==> src/rtl/pulse_meter_if.sv <==
// rtl/pulse_meter_if.sv - pulse train input and per-pulse/per-burst measurement bundle
interface pulse_meter_if #(
    parameter int WIDTH = 8
);
    logic             signal;
    logic [WIDTH-1:0] high_len;
    logic [WIDTH-1:0] period;
    logic             pulse_valid;
    logic             period_valid;
    logic [WIDTH-1:0] burst_count;
    logic             burst_done;
    logic             overflow;

    modport master (
        output signal,
        input  high_len,
        input  period,
        input  pulse_valid,
        input  period_valid,
        input  burst_count,
        input  burst_done,
        input  overflow
    );

    modport slave (
        input  signal,
        output high_len,
        output period,
        output pulse_valid,
        output period_valid,
        output burst_count,
        output burst_done,
        output overflow
    );
endinterface

==> src/rtl/pulse_meter.sv <==
// rtl/pulse_meter.sv - measures high width, rise-to-rise period and burst pulse count of an async pulse train
module pulse_meter #(
    parameter int WIDTH   = 8,
    parameter int TIMEOUT = 16
) (
    input  logic         clock,
    input  logic         reset,
    pulse_meter_if.slave pm
);
    localparam logic [1:0] ST_IDLE = 2'd0;
    localparam logic [1:0] ST_HIGH = 2'd1;
    localparam logic [1:0] ST_LOW  = 2'd2;

    localparam logic [WIDTH-1:0] CNT_MAX  = {WIDTH{1'b1}};
    localparam logic [WIDTH-1:0] CNT_ONE  = WIDTH'(1);
    localparam logic [WIDTH-1:0] LOW_LAST = WIDTH'(TIMEOUT - 1);

    logic             sync1_q;
    logic             sync2_q;
    logic             s_prev_q;

    logic [1:0]       state_q,        state_d;
    logic [WIDTH-1:0] high_cnt_q,     high_cnt_d;
    logic [WIDTH-1:0] low_cnt_q,      low_cnt_d;
    logic [WIDTH-1:0] pulse_cnt_q,    pulse_cnt_d;
    logic [WIDTH-1:0] period_cnt_q,   period_cnt_d;
    logic [WIDTH-1:0] period_lat_q,   period_lat_d;
    logic             first_q,        first_d;

    logic [WIDTH-1:0] high_len_q,     high_len_d;
    logic [WIDTH-1:0] period_q,       period_d;
    logic             pulse_valid_q,  pulse_valid_d;
    logic             period_valid_q, period_valid_d;
    logic [WIDTH-1:0] burst_count_q,  burst_count_d;
    logic             burst_done_q,   burst_done_d;
    logic             overflow_q,     overflow_d;

    logic s;
    logic rise;
    logic fall;

    assign s    = sync2_q;
    assign rise = s & ~s_prev_q;
    assign fall = ~s & s_prev_q;

    function automatic logic [WIDTH-1:0] sat_inc(input logic [WIDTH-1:0] v);
        return (v == CNT_MAX) ? CNT_MAX : v + CNT_ONE;
    endfunction

    always_comb begin
        state_d        = state_q;
        high_cnt_d     = high_cnt_q;
        low_cnt_d      = low_cnt_q;
        pulse_cnt_d    = pulse_cnt_q;
        period_cnt_d   = period_cnt_q;
        period_lat_d   = period_lat_q;
        first_d        = first_q;
        high_len_d     = high_len_q;
        period_d       = period_q;
        pulse_valid_d  = 1'b0;
        period_valid_d = 1'b0;
        burst_count_d  = burst_count_q;
        burst_done_d   = 1'b0;
        overflow_d     = overflow_q;

        case (state_q)
            ST_IDLE: begin
                if (rise) begin
                    state_d      = ST_HIGH;
                    overflow_d   = 1'b0;
                    pulse_cnt_d  = CNT_ONE;
                    high_cnt_d   = CNT_ONE;
                    period_cnt_d = CNT_ONE;
                    first_d      = 1'b1;
                end
            end

            ST_HIGH: begin
                period_cnt_d = sat_inc(period_cnt_q);
                if (period_cnt_q == CNT_MAX) begin
                    overflow_d = 1'b1;
                end
                if (fall) begin
                    state_d       = ST_LOW;
                    high_len_d    = high_cnt_q;
                    pulse_valid_d = 1'b1;
                    low_cnt_d     = CNT_ONE;
                    first_d       = 1'b0;
                    // The first pulse of a burst has no preceding rise to measure from.
                    if (!first_q) begin
                        period_d       = period_lat_q;
                        period_valid_d = 1'b1;
                    end
                end else begin
                    high_cnt_d = sat_inc(high_cnt_q);
                    if (high_cnt_q == CNT_MAX) begin
                        overflow_d = 1'b1;
                    end
                end
            end

            ST_LOW: begin
                // A rise on the cycle the gap would expire keeps the burst alive.
                if (rise) begin
                    state_d      = ST_HIGH;
                    high_cnt_d   = CNT_ONE;
                    period_lat_d = period_cnt_q;
                    period_cnt_d = CNT_ONE;
                    pulse_cnt_d  = sat_inc(pulse_cnt_q);
                    if (pulse_cnt_q == CNT_MAX) begin
                        overflow_d = 1'b1;
                    end
                end else begin
                    period_cnt_d = sat_inc(period_cnt_q);
                    if (period_cnt_q == CNT_MAX) begin
                        overflow_d = 1'b1;
                    end
                    if (low_cnt_q == LOW_LAST) begin
                        state_d       = ST_IDLE;
                        burst_count_d = pulse_cnt_q;
                        burst_done_d  = 1'b1;
                    end else begin
                        low_cnt_d = low_cnt_q + CNT_ONE;
                    end
                end
            end

            default: begin
                state_d = ST_IDLE;
            end
        endcase
    end

    always_ff @(posedge clock or posedge reset) begin
        if (reset) begin
            sync1_q        <= 1'b0;
            sync2_q        <= 1'b0;
            s_prev_q       <= 1'b0;
            state_q        <= ST_IDLE;
            high_cnt_q     <= '0;
            low_cnt_q      <= '0;
            pulse_cnt_q    <= '0;
            period_cnt_q   <= '0;
            period_lat_q   <= '0;
            first_q        <= 1'b0;
            high_len_q     <= '0;
            period_q       <= '0;
            pulse_valid_q  <= 1'b0;
            period_valid_q <= 1'b0;
            burst_count_q  <= '0;
            burst_done_q   <= 1'b0;
            overflow_q     <= 1'b0;
        end else begin
            sync1_q        <= pm.signal;
            sync2_q        <= sync1_q;
            s_prev_q       <= sync2_q;
            state_q        <= state_d;
            high_cnt_q     <= high_cnt_d;
            low_cnt_q      <= low_cnt_d;
            pulse_cnt_q    <= pulse_cnt_d;
            period_cnt_q   <= period_cnt_d;
            period_lat_q   <= period_lat_d;
            first_q        <= first_d;
            high_len_q     <= high_len_d;
            period_q       <= period_d;
            pulse_valid_q  <= pulse_valid_d;
            period_valid_q <= period_valid_d;
            burst_count_q  <= burst_count_d;
            burst_done_q   <= burst_done_d;
            overflow_q     <= overflow_d;
        end
    end

    assign pm.high_len     = high_len_q;
    assign pm.period       = period_q;
    assign pm.pulse_valid  = pulse_valid_q;
    assign pm.period_valid = period_valid_q;
    assign pm.burst_count  = burst_count_q;
    assign pm.burst_done   = burst_done_q;
    assign pm.overflow     = overflow_q;
endmodule

==> src/flat_wrapper.sv <==
// flat-port wrapper written by rule: the top's interface ports become plain ports
module pulse_meter_flat 
#(
    parameter int WIDTH   = 8,
    parameter int TIMEOUT = 16
)
  (clock, reset, pm_signal, pm_high_len, pm_period, pm_pulse_valid, pm_period_valid, pm_burst_count, pm_burst_done, pm_overflow);
  pulse_meter_if #(.WIDTH(WIDTH)) pm_i ();
  input  logic clock;
  input  logic reset;
  input wire logic [$bits(pm_i.signal)-1:0] pm_signal;
  output wire logic [$bits(pm_i.high_len)-1:0] pm_high_len;
  output wire logic [$bits(pm_i.period)-1:0] pm_period;
  output wire logic [$bits(pm_i.pulse_valid)-1:0] pm_pulse_valid;
  output wire logic [$bits(pm_i.period_valid)-1:0] pm_period_valid;
  output wire logic [$bits(pm_i.burst_count)-1:0] pm_burst_count;
  output wire logic [$bits(pm_i.burst_done)-1:0] pm_burst_done;
  output wire logic [$bits(pm_i.overflow)-1:0] pm_overflow;
  assign pm_i.signal = pm_signal;
  assign pm_high_len = pm_i.high_len;
  assign pm_period = pm_i.period;
  assign pm_pulse_valid = pm_i.pulse_valid;
  assign pm_period_valid = pm_i.period_valid;
  assign pm_burst_count = pm_i.burst_count;
  assign pm_burst_done = pm_i.burst_done;
  assign pm_overflow = pm_i.overflow;
  pulse_meter #(.WIDTH(WIDTH), .TIMEOUT(TIMEOUT)) u_core (.clock(clock), .reset(reset), .pm(pm_i));
endmodule
==> config.mk <==
export PLATFORM = sky130hd
export DESIGN_NAME = pulse_meter_flat
export DESIGN_NICKNAME = d
export VERILOG_FILES = /design/src/rtl/pulse_meter_if.sv /design/src/rtl/pulse_meter.sv /design/src/flat_wrapper.sv
export SDC_FILE = /design/constraint.sdc
export NUM_CORES = 1
export LEC_CHECK = 0
export ABC_AREA = 1
export BUFFER_PORTS_ARGS = -buffer_cell sky130_fd_sc_hd__buf_2
export CORE_ASPECT_RATIO = 0.5
export CORE_MARGIN = 2
export CORE_UTILIZATION = 60
export DETAILED_ROUTE_END_ITERATION = 10
export GPL_TIMING_DRIVEN = 0
export MAX_ROUTING_LAYER = met4
export PLACE_DENSITY = 0.89
export SLEW_MARGIN = 5
export SYNTH_ARGS = -nofsm -noshare
export SYNTH_HDL_FRONTEND = slang
export SYNTH_SLANG_ARGS = --single-unit
==> constraint.sdc <==
create_clock -name clock -period 2.85 [get_ports clock]
set_input_delay 0.1425 -clock clock [delete_from_list [all_inputs] [get_ports clock]]
set_output_delay 0.1425 -clock clock [all_outputs]
set_load 0.005 [all_outputs]
==> results of run 1 <==
-- kinds of logic after synthesis --
| family | Yosys count | share of synthesized area, % |
|---|---|---|
| compound gates | 63 | 10.3 |
| xor+xnor | 3 | 0.701 |
| fa+ha+maj | 8 | 2.67 |
| buf+inv | 72 | 8.11 |
| flops | 74 | 49.4 |
| simple gates | 247 | 28.9 |
-- how the worst max path moves through the flow --
stage	depth (start not counted)	endpoint	from	slack, ns
after floorplan	1	u_core.first_q	reset	0.83
after global placement	2	u_core.pm.period_valid	reset	0.03
after detailed placement	10	u_core.pulse_cnt_q[4]	u_core.state_q[0]	1.04
after CTS	10	u_core.pulse_cnt_q[4]	u_core.state_q[0]	1.05
after global routing	10	u_core.pulse_cnt_q[4]	u_core.state_q[0]	0.91
final	10	u_core.pulse_cnt_q[4]	u_core.state_q[0]	1.03
-- metal layers --
| metal | vias to the layer above | GRT usage (%) |
|---|---|---|
| met5 | - | - |
| met4 | 0 | 8.84 |
| met3 | 10 | 6.90 |
| met2 | 82 | 42.4 |
| met1 | 1500 | 33.8 |
| li1 | 1559 | - |
-- power groups by stage --
stage | clock network [mW] | logic [mW] | registers, mW
6_report | 1.08 | 0.945 | 1.29
5_1_grt | 1.13 | 1.07 | 1.30
4_1_cts | 1.09 | 0.943 | 1.28
3_5_place_dp | 0 | 0.924 | 1.30
3_3_place_gp | 0 | 0.877 | 1.29
2_1_floorplan | 0 | 0.700 | 1.28
-- area by class of cell --
class | count | area share [%]
buffer | 5 | 1.12
timing repair buffer | 33 | 4.55
sequential | 74 | 42.6
clock inverter | 6 | 1.12
inverter | 67 | 5.93
multi-input combinational | 321 | 36.7
clock buffer | 10 | 5.49
tap | 88 | 2.53
-- cells in the mapped netlist (all sizes together) --
library cell | n | area, µm²
nand2 | 176 | 681
dfrtp | 74 | 1850
inv | 66 | 250
o21ai | 55 | 343
nand3 | 35 | 198
nor2 | 27 | 126
ha | 8 | 100
a21oi | 6 | 30.0
nand4 | 5 | 31.3
buf | 4 | 45.0
nor3 | 2 | 32.5
xor2 | 2 | 17.5
clkbuf | 1 | 3.75
clkinv | 1 | 5.00
nand3b | 1 | 7.51
o21bai | 1 | 7.51
o22ai | 1 | 6.26
or2 | 1 | 6.26
xnor2 | 1 | 8.76
-- flip-flops by register name, summed over array words and instances, names as in the netlist, 2 cells and up --
register               cells
u_core.period_lat_q        8
u_core.low_cnt_q           8
u_core.high_cnt_q          8
u_core.pulse_cnt_q         8
u_core.pm.period           8
u_core.period_cnt_q        8
u_core.state_q             2
u_core.pm.high_len         8
u_core.pm.burst_count      8
-- critical path, cell delays in order (launching register included) --
cell and delay, ns:
dfrtp_1 0.42, inv_1 0.11, ha_1 0.21, buf_6 0.17, inv_2 0.08, nand2_1 0.16
nand2_1 0.18, inv_2 0.13, o21ai_0 0.09, nand2_1 0.06, o21ai_0 0.09
-- per-stage QoR --
stage	area, µm²	utilization [%]	instances	setup slack [ns]	total power [mW]
finish	4350	71.8	604	1.03	3.31
global route	4350	71.8	604	0.906	3.51
CTS	4350	71.8	604	1.05	3.31
detailed placement	4040	66.7	586	1.04	2.22
global placement	4010	66.2	585	0.0332	2.17
floorplan	3750	-	467	0.826	1.98
==> impl_metrics.yaml, run 1 <==
clock_tree:
  h-tree-depth: 3
  cts_made_buffers: 9
  cts-resized-gates: 0
  clk_pin_slew_worst_paths_ns: 0.06
  root_buffer: "clkbuf_16"
  worstSkewPairLatency_ns: 0.34
  cts_hold_buf: 2
  clock-sinks: 74
  cts_setup_buffers: 0
  cts_tree: "done"
  clock_path_buffers: 2
power_and_ir_drop:
  seq_power_share_pct: 38.9
  pwr-share-comb_pct: 28.6
  p_sw_mw: 1.20
  p_leak_nw: 2.31
  switching_share_pct: 36.3
  p_per_area_nw_per_um2: 761
  intPower_mw: 2.11
  p_clk_share_pct: 32.6
  vdd_ir_drop_max_uv: 496
global_routing:
  grt_pass1_vias: 2902
  overflow: 0
  antenna_found_initial: 0
  grt_pass1_wl_mm: 13.4
  grt_max_degree: 52
  track_usage_pct: 26.6
layout:
  nFillCells: 473
  final_common_cell: "nand2_1"
  seq_area_um2: 1850
  syn_to_final_growth_pct: 15.9
  antennaDiodeCount: 0
  drive_gt1_share_pct: 18.2
  multi_input_area_um2: 1600
  final_cell_mix: "170 x nand2_1, 74 x dfrtp_1, 58 x inv_1, 37 x o21ai_0, 32 x nand3_1"
  nNetsFinal: 522
yosys:
  yosysWarningCount: 0
  syn_nets: 478
  synth.avg_cell_area_um2: 8.03
  synthCells: 467
  ys_ff_latch: 74
  syn-cell-area_um2: 3750
  yosysUniqueCellTypes: 28
  ys_seq_area_share_pct: 49.4
sta:
  max_freq_mhz: 550
  rsz0062_at_grt: "false"
  worst_pin_slew_ns: 0.439
  post-route-period-util_pct: 63.8
  hold_viol_final: 0
  whs_ns: 0.320
  slew-limit-headroom_pct: 70.7
  fin_worst_skew_ns: 0.00800
  setup_viol: 0
  maxSlewViolCount: 0
  fin_tns_setup_ns: 0
  min_period_ns: 1.82
routing:
  wl_mm: 8.00
  drcViolationCount: 0
  drt_pre_antenna_iters: 5
  vias: 3151
  dr_wl_met2_mm: 3.83
  dr_wl_met3_um: 375
  wl_per_cell_um: 13.2
  avgViaCountPerCell: 5.22
  ant_nets: 0
  wl_met1_mm: 3.69
  drtIter0Drc: 307
  top_layer_used: "met4"
worst_setup_path:
  r2r_start: "u_core.state_q[0]"
  r2r_slack_ns: 1.03
  reg2reg_to: "u_core.pulse_cnt_q[4]"
  worstPathRequired_ns: 3.06
  r2r_cells: 10
  startpoint_type: "flop"
  criticalPathCategory: "flop to flop"
  worst_setup_path_end_kind: "flop"
  worstPathArrival_ns: 2.03
  critPathMaxFanout: 10
floorplanning:
  start_util_pct: 61.9
  design.portCount: 31
  rows: 20
  coreArea_um2: 6060
  die_y_um: 59.9
  die_x_um: 116
  die-area_um2: 6940
hold_path:
  min_path_type: "input port to asynchronous set/reset pin"
run:
  max-cap-violations: 0
placed_design:
  hpwl_mm: 5.56
  gp_congestion: 0.892
  port_buffers: 30
status:
  status: "finished clean"
Note: power is estimated with default switching activity, not from simulation.
==> run 2: changes to the inputs <==
Clock period 2.85 ns to 1.9 ns, I/O delays scaled along.
==> run 2 against run 1 <==
Effect of this change:
- power is 57% higher
- fmax up 5.0%
- design area up 1.0%
- clock-buffer cell count is 1 lower
- combinational power increased by 49%
- sequential power increased by 50%
- setup slack got worse by 0.86 ns
- critical endpoint is now u_core.pm.overflow
- largest cell class unchanged
- highest routed layer unchanged
==> impl_metrics.yaml, run 2 (synthesized netlist as in run 1, its figures left out) <==
layout:
  final_core_util_pct: 72.6
  final_cell_mix: "168 x nand2_1, 74 x dfrtp_1, 58 x inv_1, 37 x o21ai_0, 32 x nand3_1"
  nNetsFinal: 522
  antennaDiodeCount: 0
  final_common_cell: "nand2_1"
  final_cells: 604
  syn_to_final_growth_pct: 17.1
  nFillCells: 439
  drive_gt1_share_pct: 18.8
placed_design:
  gp_congestion: 0.892
  port_buffers: 30
  dp_cells: 586
  post-place-ws_ns: 0.105
  hpwl_mm: 5.22
routing:
  drt_pre_antenna_iters: 7
  avgViaCountPerCell: 5.21
  wl_mm: 8.02
  ant_nets: 0
  drtIter0Drc: 290
  wl_per_cell_um: 13.3
  vias: 3145
  drcViolationCount: 0
run:
  max-cap-violations: 0
clock_tree:
  clk_pin_slew_worst_paths_ns: 0.06
  cts_made_buffers: 9
  worstSkewPairLatency_ns: 0.34
  clock-sinks: 74
  h-tree-depth: 3
  root_buffer: "clkbuf_16"
  cts_tree: "done"
  clock_path_buffers: 2
sta:
  max_freq_mhz: 577
  setup_viol: 0
  fin_worst_skew_ns: 0.00734
  layout_setup_ws_ns: 0.167
  maxSlewViolCount: 0
  post-route-period-util_pct: 91.2
  worst_pin_slew_ns: 0.715
  rsz0062_at_grt: "false"
  hold_viol_final: 0
  slew-limit-headroom_pct: 52.2
  min_period_ns: 1.73
  fin_tns_setup_ns: 0
worst_setup_path:
  startpoint_type: "flop"
  worst_setup_path_end_kind: "flop"
  critPathMaxFanout: 10
  criticalPathCategory: "flop to flop"
  worstPathArrival_ns: 1.97
  worstPathRequired_ns: 2.14
power_and_ir_drop:
  vdd_ir_drop_max_uv: 1090
  p_leak_nw: 2.33
  p_per_area_nw_per_um2: 1180
global_routing:
  grt_max_degree: 43
  grt_pass1_vias: 2853
  track_usage_pct: 26.3
  overflow: 0
  grt_pass1_wl_mm: 13.1
  antenna_found_initial: 0
floorplanning:
  rows: 20
  start_util_pct: 61.9
  design.portCount: 31
  coreArea_um2: 6060
  die_y_um: 59.9
  die_x_um: 116
  die-area_um2: 6940
status:
  status: "finished clean"
hold_path:
  min_path_type: "flop to flop"
## run 2: area by class of cell
type	count	area [µm²]	share of cell area, %
clock inverter	7	103	2.33
sequential	74	1850	42.1
multi-input combinational	321	1600	36.5
inverter	67	262	5.95
tap	88	110	2.51
buffer	5	48.8	1.11
timing repair buffer	33	190	4.33
clock buffer	9	225	5.13
## run 2: path summary, 6_finish.rpt
check / from / to / slack, ns / cells past startpoint
worst min register to register: u_core.sync1_q / u_core.s / 0.36 / 0
worst max-delay path: u_core.state_q[0] / u_core.pm.overflow / 0.17 / 10
min in group asynchronous: reset / u_core.pm.pulse_valid / 0.42 / 3
max in group asynchronous: reset / u_core.pm.period_valid / 0.85 / 4
worst min-delay path: u_core.sync1_q / u_core.s / 0.36 / 0
worst max register to register: u_core.state_q[0] / u_core.pm.overflow / 0.17 / 10
## run 2: worst max-delay path, cell delays in order (launching register included)
cell and delay (ns):
dfrtp_1 0.41, inv_1 0.10, ha_1 0.21, buf_6 0.18, nand3_4 0.18, inv_4 0.17
nand2_1 0.12, nand2_1 0.11, nor2_1 0.04, nand2_1 0.06, nand2_1 0.05
## run 2: timing repair
item | in CTS | in global routing
hold endpoints to repair | 33 | 0
gates resized for setup | 0 | 4
setup endpoints to repair | 0 | 2
buffers inserted | 0 | 0
hold buffers | 2 | 0
## run 2: per-layer routing
layer	vias up	track usage (%)	share of wire (%)
met3	12	9.33	6.1
li1	1563	-	-
met1	1478	31.0	44
met4	0	7.48	1.1
met2	92	43.5	49
met5	-	-	0
## run 2: power breakdown
group	switching [mW]	total [mW]	internal (mW)
Sequential	0.161	1.93	1.77
Clock	0.688	1.85	1.16
Combinational	0.936	1.41	0.469
Total	1.78	5.18	3.40
## run 2: metrics by stage
stage,hold slack [ns],instance area (µm²),power [mW]
after floorplan,0.126,3750,2.97
after global placement,0.203,4020,3.25
after detailed placement,0.205,4040,3.30
after CTS,0.357,4380,5.18
after global routing,0.369,4390,5.47
final,0.355,4390,5.18
==> run 3: changes to the inputs <==
Settings changed: BUFFER_PORTS_ARGS -buffer_cell sky130_fd_sc_hd__buf_2 to unset, CTS_CLUSTER_DIAMETER set to 30, DONT_BUFFER_PORTS set to 1, GPL_TIMING_DRIVEN 0 to unset, PLACE_DENSITY 0.89 to 0.85.
==> run 3 against run 2 <==
Effect of this change:
- cell count shrank 5.3%
- clock-buffer cell count is the same
- highest routed layer unchanged
- critical endpoint is now u_core.pulse_cnt_q[4]
- clock skew barely moved
- clock power up 6%
- flip-flop and latch count unchanged
- first-iteration DRC count decreased by 18%
- routed wire length is 6.1% lower
- sequential share of layout area increased by 1.8 points
- register-to-register slack improved by 0.02 ns
- setup slack better by 0.019 ns
- global-route usage down 0.85 points
==> impl_metrics.yaml, run 3 (synthesized netlist as in run 1, its figures left out) <==
layout:
  syn_to_final_growth_pct: 12.4
  final_cells: 572
  nFillCells: 463
  antennaDiodeCount: 0
  nNetsFinal: 490
  fin_area_um2: 4220
  drive_gt1_share_pct: 13.0
  final_cell_mix: "170 x nand2_1, 74 x dfrtp_1, 58 x inv_1, 37 x o21ai_0, 32 x nand3_1"
  multi_input_area_um2: 1600
  seq_area_um2: 1850
  final_common_cell: "nand2_1"
routing:
  vias: 2972
  drcViolationCount: 0
  drt_pre_antenna_iters: 4
  wl_mm: 7.54
  drtIter0Drc: 239
  ant_nets: 0
  wl_per_cell_um: 13.2
  avgViaCountPerCell: 5.20
sta:
  maxSlewViolCount: 0
  max_freq_mhz: 583
  fin_tns_setup_ns: 0
  post-route-period-util_pct: 90.2
  setup_viol: 0
  fin_worst_skew_ns: 0.00761
  worst_pin_slew_ns: 0.563
  min_period_ns: 1.71
  whs_ns: 0.328
  hold_viol_final: 0
  slew-limit-headroom_pct: 62.5
  rsz0062_at_grt: "false"
clock_tree:
  clk_pin_slew_worst_paths_ns: 0.06
  cts_hold_buf: 2
  cts_setup_buffers: 0
  worstSkewPairLatency_ns: 0.34
  cts_tree: "done"
  root_buffer: "clkbuf_16"
  h-tree-depth: 3
  clock_path_buffers: 2
  clock-sinks: 74
  cts_made_buffers: 9
  cts-resized-gates: 0
global_routing:
  grt_max_degree: 46
  antenna_found_initial: 0
  overflow: 0
  track_usage_pct: 25.4
  grt_pass1_wl_mm: 12.9
  grt_pass1_vias: 2784
floorplanning:
  die_x_um: 116
  start_util_pct: 61.9
  coreArea_um2: 6060
  design.portCount: 31
  die-area_um2: 6940
  rows: 20
  die_y_um: 59.9
worst_setup_path:
  worstPathArrival_ns: 1.93
  startpoint_type: "flop"
  worst-path-buf-inv: 3
  worstSetupStartpoint: "u_core.state_q[0]"
  crit_chain: "inv_1 -> ha_1 -> inv_2 -> nand2_1 -> nand2_1 -> inv_2 -> o21ai_0 -> nand2_1 -> o21ai_0"
  path_delay_family: "flip-flops"
  slowest_delay_ns: 0.42
  cp_common_cell: "nand2_1"
  worstPathRequired_ns: 2.12
  slowest_stage: "dfrtp_1"
  r2r_start: "u_core.state_q[0]"
  critPathMaxFanout: 6
  criticalPathCategory: "flop to flop"
  worst_setup_path_end_kind: "flop"
power_and_ir_drop:
  vdd_ir_drop_max_uv: 842
  p_total_mw: 5.20
  p_per_area_nw_per_um2: 1230
  p_leak_nw: 2.16
placed_design:
  port_buffers: 0
  dp_cells: 554
  hpwl_mm: 5.11
  placed_area_um2: 3850
  gp_congestion: 0.873
run:
  max-cap-violations: 0
hold_path:
  min_path_type: "input port to asynchronous set/reset pin"
status:
  status: "finished clean"
## run 3: cell count changes in the layout (fill, tap and decap cells not counted), sizes merged
| cell | change |
|---|---|
| clkbuf | -1 |
| buf | -31 |
| bufinv | +1 |
| inv | +1 |
| clkinv | -2 |
## run 3: worst reg2reg max path, delay by kind of cell (launching register included)
kind	cells	cell delay, ns
flops	1	0.42
simple gates	3	0.42
buf+inv	3	0.34
fa+ha+maj	1	0.26
compound gates	2	0.16
## run 3: area by class of cell
class | count | share of cell area (%)
Multi-Input combinational cell | 321 | 37.8
Inverter | 67 | 6.14
Tap cell | 88 | 2.61
Clock buffer | 9 | 5.34
Timing Repair Buffer | 6 | 1.19
Clock inverter | 7 | 2.94
Sequential cell | 74 | 43.9
## run 3: path summary, 6_finish.rpt
path                            cells after the start  slack, ns                endpoint
worst min register to register                      0       0.35                u_core.s
worst max register to register                      9       0.19   u_core.pulse_cnt_q[4]
max in group asynchronous                           3       1.10     u_core.pm.period[2]
worst max-delay path                                9       0.19   u_core.pulse_cnt_q[4]
worst min-delay path                                3       0.33  u_core.period_lat_q[1]
min in group clock                                  1       0.33          u_core.sync1_q
## run 3: power breakdown
group,leakage (nW),total [mW],switching (mW),internal (mW)
combinational,0.998,1.29,0.904,0.390
clock,0.167,1.97,0.676,1.29
sequential,0.999,1.94,0.172,1.77
## run 3: metrics by stage
step | setup WS [ns] | utilization [%]
detailed placement | 0.220 | 63.5
finish | 0.186 | 69.6
global route | 0.0374 | 69.6
CTS | 0.199 | 69.6
global placement | 0.323 | 63.5
floorplan | 0.444 | -
## run 3: routing by layer
layer  wire [µm]  GRT usage, %  share of wire [%]
met5           0             -                  0
met4         174          10.5                2.3
met3         449          6.80                6.0
met2        3330          38.7                 44
met1        3580          32.8                 48
